**config.mk**
```make
export PLATFORM = sky130hd
export DESIGN_NAME = shot_tracer_flat
export DESIGN_NICKNAME = d
export VERILOG_FILES = /design/src/rtl/shot_tracer_pkg.sv /design/src/rtl/shot_tracer_if.sv /design/src/rtl/shot_tracer_tick_divider.sv /design/src/rtl/shot_tracer.sv /design/src/flat_wrapper.sv
export SDC_FILE = /design/constraint.sdc
export NUM_CORES = 1
export LEC_CHECK = 0
export CELL_PAD_IN_SITES_DETAIL_PLACEMENT = 0
export CELL_PAD_IN_SITES_GLOBAL_PLACEMENT = 2
export CORE_MARGIN = 1.5
export CORE_UTILIZATION = 34
export CTS_CLUSTER_SIZE = 25
export DETAILED_ROUTE_END_ITERATION = 6
export PLACE_DENSITY_LB_ADDON = 0.05
export REMOVE_ABC_BUFFERS = 1
export SYNTH_ARGS = -nofsm -noshare
export SYNTH_HDL_FRONTEND = slang
export SYNTH_SLANG_ARGS = --single-unit
```
**constraint.sdc**
```tcl
create_clock -name clk -period 4 [get_ports clk]
set_input_delay 0.8 -clock clk [delete_from_list [all_inputs] [get_ports clk]]
set_output_delay 0.8 -clock clk [all_outputs]
set_load 0.005 [all_outputs]
```
**src/rtl/shot_tracer_pkg.sv**
```systemverilog
// Shared geometry, colours and state encoding for the shot tracer and gun sprite.
package shot_tracer_pkg;

  // Visible screen size; coordinate buses are wide enough for the larger axis.
  localparam int unsigned SCREEN_W = 640;
  localparam int unsigned SCREEN_H = 480;
  localparam int unsigned PIX_W    = $clog2((SCREEN_W > SCREEN_H) ? SCREEN_W : SCREEN_H);

  // Gun barrel footprint relative to the gun's left edge, and its top row.
  localparam int unsigned BARREL_X0 = 26;
  localparam int unsigned BARREL_X1 = 36;
  localparam int unsigned BARREL_Y  = 434;

  // Horizontal growth of the impact flash on each side of the bullet.
  localparam int unsigned FLASH_PAD = 2;

  localparam int unsigned COLOR_W = 6;
  localparam logic [COLOR_W-1:0] DEF_BULLET_COLOR = 6'h3F;
  localparam logic [COLOR_W-1:0] DEF_FLASH_COLOR  = 6'h30;

  typedef enum logic [1:0] {
    ST_IDLE  = 2'd0,
    ST_FLY   = 2'd1,
    ST_FLASH = 2'd2
  } state_e;

  // Zero-extend a coordinate by one bit so sums of coordinates cannot wrap.
  function automatic logic [PIX_W:0] ext(input logic [PIX_W-1:0] v);
    return {1'b0, v};
  endfunction

endpackage

```
**src/rtl/shot_tracer_if.sv**
```systemverilog
// Pixel, gun and duck signals exchanged between the shot tracer and the rest of the game.
interface shot_tracer_if;
  import shot_tracer_pkg::*;

  logic [PIX_W-1:0]   hcount;
  logic [PIX_W-1:0]   vcount;
  logic               fire;
  logic [PIX_W-1:0]   gun_offset;
  logic [PIX_W-1:0]   duck_x;
  logic [PIX_W-1:0]   duck_y;
  logic               duck_valid;
  logic [COLOR_W-1:0] data;
  logic               draw;
  logic               hit;
  logic               busy;

  modport master (
    output hcount, vcount, fire, gun_offset, duck_x, duck_y, duck_valid,
    input  data, draw, hit, busy
  );

  modport slave (
    input  hcount, vcount, fire, gun_offset, duck_x, duck_y, duck_valid,
    output data, draw, hit, busy
  );

endinterface

```
**src/rtl/shot_tracer_tick_divider.sv**
```systemverilog
// Movement tick generator: counts 0..DIV-1 and pulses tick for one cycle on the wrap.
module tick_divider #(
  parameter int unsigned DIV = 50000
) (
  input  logic clk,
  input  logic reset,
  input  logic clear,
  output logic tick
);
  localparam int unsigned CNT_W = (DIV > 1) ? $clog2(DIV) : 1;
  localparam logic [CNT_W-1:0] LAST = CNT_W'(DIV - 1);

  logic [CNT_W-1:0] cnt_q, cnt_d;

  // Next count: clear restarts the period, otherwise wrap at LAST.
  always_comb begin
    tick  = (cnt_q == LAST) && !clear;
    cnt_d = cnt_q + 1'b1;
    if (clear || (cnt_q == LAST)) begin
      cnt_d = '0;
    end
  end

  // Counter register.
  always_ff @(posedge clk) begin
    if (reset) begin
      cnt_q <= '0;
    end else begin
      cnt_q <= cnt_d;
    end
  end

endmodule

```
**src/rtl/shot_tracer.sv**
```systemverilog
// Bullet launched from the gun barrel, moved upward on ticks, tested against the duck box,
// with a one-cycle hit pulse and a short impact flash drawn at the frozen bullet position.
module shot_tracer
  import shot_tracer_pkg::*;
#(
  parameter int unsigned STEP_DIV    = 50000,
  parameter int unsigned STEP_PX     = 2,
  parameter int unsigned BULLET_W    = 4,
  parameter int unsigned BULLET_H    = 8,
  parameter int unsigned DUCK_W      = 32,
  parameter int unsigned DUCK_H      = 32,
  parameter int unsigned FLASH_TICKS = 16,
  parameter logic [COLOR_W-1:0] BULLET_COLOR = DEF_BULLET_COLOR,
  parameter logic [COLOR_W-1:0] FLASH_COLOR  = DEF_FLASH_COLOR
) (
  input  logic         clk,
  input  logic         reset,
  shot_tracer_if.slave bus
);
  localparam int unsigned CW       = PIX_W + 1;
  // Bullet centred on the barrel: columns 29..32 of the 26..36 barrel for a 4 px bullet.
  localparam int unsigned BX_OFS   = (BARREL_X0 + BARREL_X1) / 2 - BULLET_W / 2;
  localparam int unsigned BY_START = BARREL_Y - BULLET_H;
  localparam int unsigned FC_W     = (FLASH_TICKS > 1) ? $clog2(FLASH_TICKS) : 1;
  localparam logic [FC_W-1:0] FC_LAST = FC_W'(FLASH_TICKS - 1);

  state_e             state_q, state_d;
  logic               fire_q;
  logic [PIX_W-1:0]   bx_q, bx_d, by_q, by_d;
  logic [FC_W-1:0]    flash_cnt_q, flash_cnt_d;
  logic               hit_q, hit_d;
  logic               draw_q, draw_d;
  logic [COLOR_W-1:0] data_q, data_d;

  logic               fire_edge, launch, tick, miss, collide;
  logic [PIX_W-1:0]   by_step;
  logic [PIX_W:0]     x_lo, x_hi, y_lo, y_hi;
  logic [COLOR_W-1:0] color;
  logic               in_rect;

  // Box overlap in one-bit-wider arithmetic so right/bottom edges never wrap.
  function automatic logic overlaps(input logic [PIX_W-1:0] x, input logic [PIX_W-1:0] y,
                                    input logic [PIX_W-1:0] dx, input logic [PIX_W-1:0] dy);
    return (ext(x) <= ext(dx) + CW'(DUCK_W - 1)) &&
           (ext(dx) <= ext(x) + CW'(BULLET_W - 1)) &&
           (ext(y) <= ext(dy) + CW'(DUCK_H - 1)) &&
           (ext(dy) <= ext(y) + CW'(BULLET_H - 1));
  endfunction

  assign fire_edge = bus.fire && !fire_q;
  assign launch    = (state_q == ST_IDLE) && fire_edge;
  // The miss check uses the pre-move position, the overlap test the moved one.
  assign miss      = ext(by_q) < CW'(STEP_PX);
  assign by_step   = by_q - PIX_W'(STEP_PX);
  assign collide   = bus.duck_valid && overlaps(bx_q, by_step, bus.duck_x, bus.duck_y);

  tick_divider #(
    .DIV (STEP_DIV)
  ) u_tick (
    .clk   (clk),
    .reset (reset),
    .clear (launch),
    .tick  (tick)
  );

  // State register.
  always_ff @(posedge clk) begin
    if (reset) begin
      state_q <= ST_IDLE;
    end else begin
      state_q <= state_d;
    end
  end

  // Next-state logic: launch on a fire edge, end flight on miss or hit, end flash after its ticks.
  always_comb begin
    state_d = state_q;
    case (state_q)
      ST_IDLE: begin
        if (fire_edge) begin
          state_d = ST_FLY;
        end
      end
      ST_FLY: begin
        if (tick) begin
          if (miss) begin
            state_d = ST_IDLE;
          end else if (collide) begin
            state_d = ST_FLASH;
          end
        end
      end
      ST_FLASH: begin
        if (tick && (flash_cnt_q == FC_LAST)) begin
          state_d = ST_IDLE;
        end
      end
      default: state_d = ST_IDLE;
    endcase
  end

  // Output logic: hit pulse and the bullet/flash rectangle for the pixel being scanned.
  always_comb begin
    hit_d = (state_q == ST_FLY) && tick && !miss && collide;
    x_lo  = ext(bx_q);
    x_hi  = ext(bx_q) + CW'(BULLET_W - 1);
    y_lo  = ext(by_q);
    y_hi  = ext(by_q) + CW'(BULLET_H - 1);
    color = BULLET_COLOR;
    // Flash widens horizontally only; the left edge clamps at column 0.
    if (state_q == ST_FLASH) begin
      x_lo  = (ext(bx_q) >= CW'(FLASH_PAD)) ? (ext(bx_q) - CW'(FLASH_PAD)) : '0;
      x_hi  = x_hi + CW'(FLASH_PAD);
      color = FLASH_COLOR;
    end
    in_rect = (ext(bus.hcount) >= x_lo) && (ext(bus.hcount) <= x_hi) &&
              (ext(bus.vcount) >= y_lo) && (ext(bus.vcount) <= y_hi);
    draw_d  = (state_q != ST_IDLE) && in_rect;
    data_d  = draw_d ? color : data_q;
  end

  // Position and flash counter: position latched at launch, frozen once the flash starts.
  always_comb begin
    bx_d        = bx_q;
    by_d        = by_q;
    flash_cnt_d = flash_cnt_q;
    if (launch) begin
      bx_d = bus.gun_offset + PIX_W'(BX_OFS);
      by_d = PIX_W'(BY_START);
    end else if ((state_q == ST_FLY) && tick && !miss) begin
      by_d = by_step;
    end
    if (hit_d) begin
      flash_cnt_d = '0;
    end else if ((state_q == ST_FLASH) && tick) begin
      flash_cnt_d = flash_cnt_q + 1'b1;
    end
  end

  // Control and output registers.
  always_ff @(posedge clk) begin
    if (reset) begin
      fire_q      <= 1'b0;
      flash_cnt_q <= '0;
      hit_q       <= 1'b0;
      draw_q      <= 1'b0;
      data_q      <= '0;
    end else begin
      fire_q      <= bus.fire;
      flash_cnt_q <= flash_cnt_d;
      hit_q       <= hit_d;
      draw_q      <= draw_d;
      data_q      <= data_d;
    end
  end

  // Bullet position registers; only meaningful while not idle.
  always_ff @(posedge clk) begin
    bx_q <= bx_d;
    by_q <= by_d;
  end

  assign bus.hit  = hit_q;
  assign bus.draw = draw_q;
  assign bus.data = data_q;
  assign bus.busy = (state_q != ST_IDLE);

endmodule

```
**src/flat_wrapper.sv**
```systemverilog
// flat-port wrapper written by rule: the top's interface ports become plain ports
module shot_tracer_flat import shot_tracer_pkg::*;
#(
  parameter int unsigned STEP_DIV    = 50000,
  parameter int unsigned STEP_PX     = 2,
  parameter int unsigned BULLET_W    = 4,
  parameter int unsigned BULLET_H    = 8,
  parameter int unsigned DUCK_W      = 32,
  parameter int unsigned DUCK_H      = 32,
  parameter int unsigned FLASH_TICKS = 16,
  parameter logic [COLOR_W-1:0] BULLET_COLOR = DEF_BULLET_COLOR,
  parameter logic [COLOR_W-1:0] FLASH_COLOR  = DEF_FLASH_COLOR
)
  (clk, reset, bus_hcount, bus_vcount, bus_fire, bus_gun_offset, bus_duck_x, bus_duck_y, bus_duck_valid, bus_data, bus_draw, bus_hit, bus_busy);
  shot_tracer_if bus_i ();
  input  logic clk;
  input  logic reset;
  input wire logic [$bits(bus_i.hcount)-1:0] bus_hcount;
  input wire logic [$bits(bus_i.vcount)-1:0] bus_vcount;
  input wire logic [$bits(bus_i.fire)-1:0] bus_fire;
  input wire logic [$bits(bus_i.gun_offset)-1:0] bus_gun_offset;
  input wire logic [$bits(bus_i.duck_x)-1:0] bus_duck_x;
  input wire logic [$bits(bus_i.duck_y)-1:0] bus_duck_y;
  input wire logic [$bits(bus_i.duck_valid)-1:0] bus_duck_valid;
  output wire logic [$bits(bus_i.data)-1:0] bus_data;
  output wire logic [$bits(bus_i.draw)-1:0] bus_draw;
  output wire logic [$bits(bus_i.hit)-1:0] bus_hit;
  output wire logic [$bits(bus_i.busy)-1:0] bus_busy;
  assign bus_i.hcount = bus_hcount;
  assign bus_i.vcount = bus_vcount;
  assign bus_i.fire = bus_fire;
  assign bus_i.gun_offset = bus_gun_offset;
  assign bus_i.duck_x = bus_duck_x;
  assign bus_i.duck_y = bus_duck_y;
  assign bus_i.duck_valid = bus_duck_valid;
  assign bus_data = bus_i.data;
  assign bus_draw = bus_i.draw;
  assign bus_hit = bus_i.hit;
  assign bus_busy = bus_i.busy;
  shot_tracer #(.STEP_DIV(STEP_DIV), .STEP_PX(STEP_PX), .BULLET_W(BULLET_W), .BULLET_H(BULLET_H), .DUCK_W(DUCK_W), .DUCK_H(DUCK_H), .FLASH_TICKS(FLASH_TICKS), .BULLET_COLOR(BULLET_COLOR), .FLASH_COLOR(FLASH_COLOR)) u_core (.clk(clk), .reset(reset), .bus(bus_i));
endmodule
```
==> impl_results.md <==
- Die Y: between 100 and 150 µm
- Drt initial violations: 370
- Largest net degree at the start of global routing: 16
- IO Count: 63
- Slew headroom: 0.515
- GRT overflow: 0
- Hold path cells: 1
- DP Wirelength: about 12 mm
- HP Class: flip-flop to flip-flop
- H-tree levels: 2
- Die area: between 15000 and 20000 µm²
- Clk pwr share: 0.291
- Area Overhead vs Synth: 22.5%
- Cells after synthesis: approximately 640
- Hold path startpoint: u_core.u_tick.cnt_q[0]
- Combinational share of power: 0.347
- Initial antenna violation count: 0
- Vias in the first global route: between 4000 and 5000
- Post-route setup TNS: 0 ns
- ANT cells: 0
- EDFF count, synth: 10
- Max Root-Sink Buffers: 2
- Hold worst-path end: u_core.u_tick.cnt_q[0]
- Cell Area, Synth: between 5000 and 6000 µm²
- CP Capture Type: flip-flop
- Final Max Slew Viols: 0
- Port buffer count: between 60 and 70
- CP Max Fanout: 6
- Die width: roughly 130 µm
- Minimum clock period: around 3.8 ns
- WL/cell: 15.2 µm
- Clock skew: between 0.002 and 0.0025 ns
- RSZ-0062 raised after global routing: no
- Finish-stage setup viols: 0
- Worst Setup Slack, final: 0.248 ns
- Worst-Margin Slew: ~0.72 ns
- Post-route ant nets: 0
- # clock sinks: 46
- Synth async-reset ratio: 0
- CTS tree: yes
- Tcrit/Tclk final: 0.938
- Placeable Area: 15100 µm²
- VDD IR max: approximately 270 µV
- Via Count: between 4000 and 5000
- Top-count cell post-synth: ha_1
- Root buffer cell: clkbuf_16
- Max Cap Viol: 0
- Pre-CTS WS: approximately 0.028 ns
- Pleak: 2.73 nW
- 1st-pass router iterations: 4
- Worst Path Arrival: between 3 and 4 ns
- Worst skew pair latency: slightly below 0.3 ns
- Required time of the critical path: around 4.2 ns
- Starting Density: 0.347
- Yosys cell types: around 70
- Post-synth top area share: 0.220
- Dominant cell type by area after synthesis: ha_1
- Routability Congestion: 0.821
- Via/cell ratio: approximately 5.2
- GRT met2 Usage: 0.284
- Post-synthesis register bit count: between 40 and 50
- Fin. Hold Viols: 0
- RR Startpoint: u_core.bx_q[1]
- First-pass GRT wire length: between 20 and 25 mm
- Most frequent cells after synthesis: 92 x ha_1, 51 x nor2_1, 50 x nand2_1
- Seq/Total Area, Yosys: 0.195
- PD cells: between 200 and 250 nW/µm²
- RR Endpoint: u_core.bus.data[3]
- Synth area leaders: ha_1 22%, dfxtp_1 14%, xnor2_1 7.9%
- Synth Area per Inst: just over 8 µm²
- Row count: 45
- CTS Buf Count: 5
- Fmax: between 200 and 300 MHz
- Power, Total: ~1.4 mW
- Reported net switching power: between 0.4 and 0.5 mW
- Ys flop type: dfxtp_1
- Reg power frac: 0.361
- R2r setup slk: between 0.2 and 0.25 ns
- Met3 usage: 0.0193
- GR Util All Layers: 0.173
- Layout Nets: ~870
- Total Wirelength: roughly 14 mm
- Clk slew on worst S/H paths: approximately 0.06 ns
- Detailed-route DRC error count: 0
- Busiest grt layer: met2
- WS Path Type: flip-flop to flip-flop
- Type of origin of the critical path: flip-flop
- Layout cells sized above 1: 0.0914
- R2R depth: 14
- Sw Share: 0.321
- Status: finished, final reports clean
- GR Util met1: 0.245
- Yosys warns: 0
- Pint: between 0.9 and 1 mW
state kept, by name (all words and copies together), names as in the netlist:
name,cells
u_core.u_tick.cnt_q,16
u_core.bus.data,2
u_core.state_q,2
u_core.fire_q,1
u_core.flash_cnt_q,4
u_core.bus.hit,1
u_core.by_q,9
u_core.bx_q,10
u_core.bus.draw,1
cell type report:
class / instances / area [µm²]
Inverter: 41 / 154
Clock inverter: 2 / 13.8
Sequential cell: 46 / 1020
Timing Repair Buffer: 96 / 876
Fill cell: 1553 / 8680
Multi-Input combinational cell: 531 / 3980
Clock buffer: 6 / 129
Tap cell: 188 / 235
metal layers:
layer / routed length, µm / part of all wire
met3: 272 / 0.020
met2: 6270 / 0.45
met5: 0 / 0
met4: 144 / 0.010
met1: 7140 / 0.52
worst max path at each step:
stage                        start                     to  cells after the start
floorplan           u_core.bx_q[2]     u_core.bus.data[3]                     15
global placement     bus_duck_x[0]  u_core.flash_cnt_q[1]                     14
detailed placement   bus_duck_x[0]  u_core.flash_cnt_q[0]                     14
CTS                 u_core.bx_q[1]     u_core.bus.data[3]                     16
global route        u_core.bx_q[1]     u_core.bus.data[3]                     15
finish              u_core.bx_q[1]     u_core.bus.data[3]                     14
per-stage QoR:
stage,instances,area (µm²),hold slack [ns],util
detailed placement,901,6210,0.433,0.412
global placement,901,6210,0.434,0.412
CTS,909,6350,0.448,0.421
global route,910,6400,0.487,0.424
floorplan,618,5110,0.418,-
finish,910,6400,0.454,0.424
cells in the final DEF (no fill, tap or decap), drive strengths merged, types with 3 or more instances in the layout:
cell           Yosys  routed
a2111oi            4       4
a211o              4       4
a211oi             3       3
a21o              16      16
a21oi             44      44
a221oi             3       3
and2               4       4
and3              10      10
buf               14      34
clkbuf             5       6
clkdlybuf4s50      0      62
dfxtp             36      36
edfxtp            10      10
ha                92      92
inv               41      41
nand2             50      50
nand2b            10      10
nand3             25      25
nand3b             3       3
nand4             20      20
nor2              51      51
nor2b              8       8
nor3              22      22
nor4               9       9
o211ai             7       7
o21ai             17      17
o21bai             3       3
o31ai              3       3
or2                3       3
or3                3       3
or4                6       6
xnor2             48      48
xor2              35      35
cells by family after synthesis:
group	Yosys count	share of synthesized area
flip-flops	46	0.195
adder cells (fa/ha/maj)	92	0.220
XOR/XNOR	83	0.140
multiplexers	2	0.00407
buffers and inverters	61	0.0531
AO/OA/AOI/OAI	120	0.156
AND/OR/NAND/NOR	234	0.231
critical path, cell delays in order, from the launching register on:
cell,delay [ns]
edfxtp_1,0.43
buf_4,0.17
ha_1,0.21
a21oi_2,0.18
buf_4,0.17
and2_1,0.17
a21oi_1,0.05
o41ai_1,0.46
xnor2_1,0.18
ha_1,0.31
nand3_1,0.11
nor4_1,0.36
nor3_2,0.15
nor4_4,0.34
mux2_1,0.36
power by group through the flow:
stage,Combinational (mW),Clock [mW],Sequential (mW)
6_report,0.491,0.412,0.511
5_1_grt,0.554,0.436,0.513
4_1_cts,0.488,0.424,0.510
3_5_place_dp,0.484,0,0.521
3_3_place_gp,0.479,0,0.521
2_1_floorplan,0.273,0,0.524
what timing repair did:
action                     4_1_cts  5_1_grt
setup endpoints to repair        0        8
hold buffers                     0        0
resized for setup                0       10
buffers inserted                 0        1
Note: power is estimated with default switching activity, not from simulation.
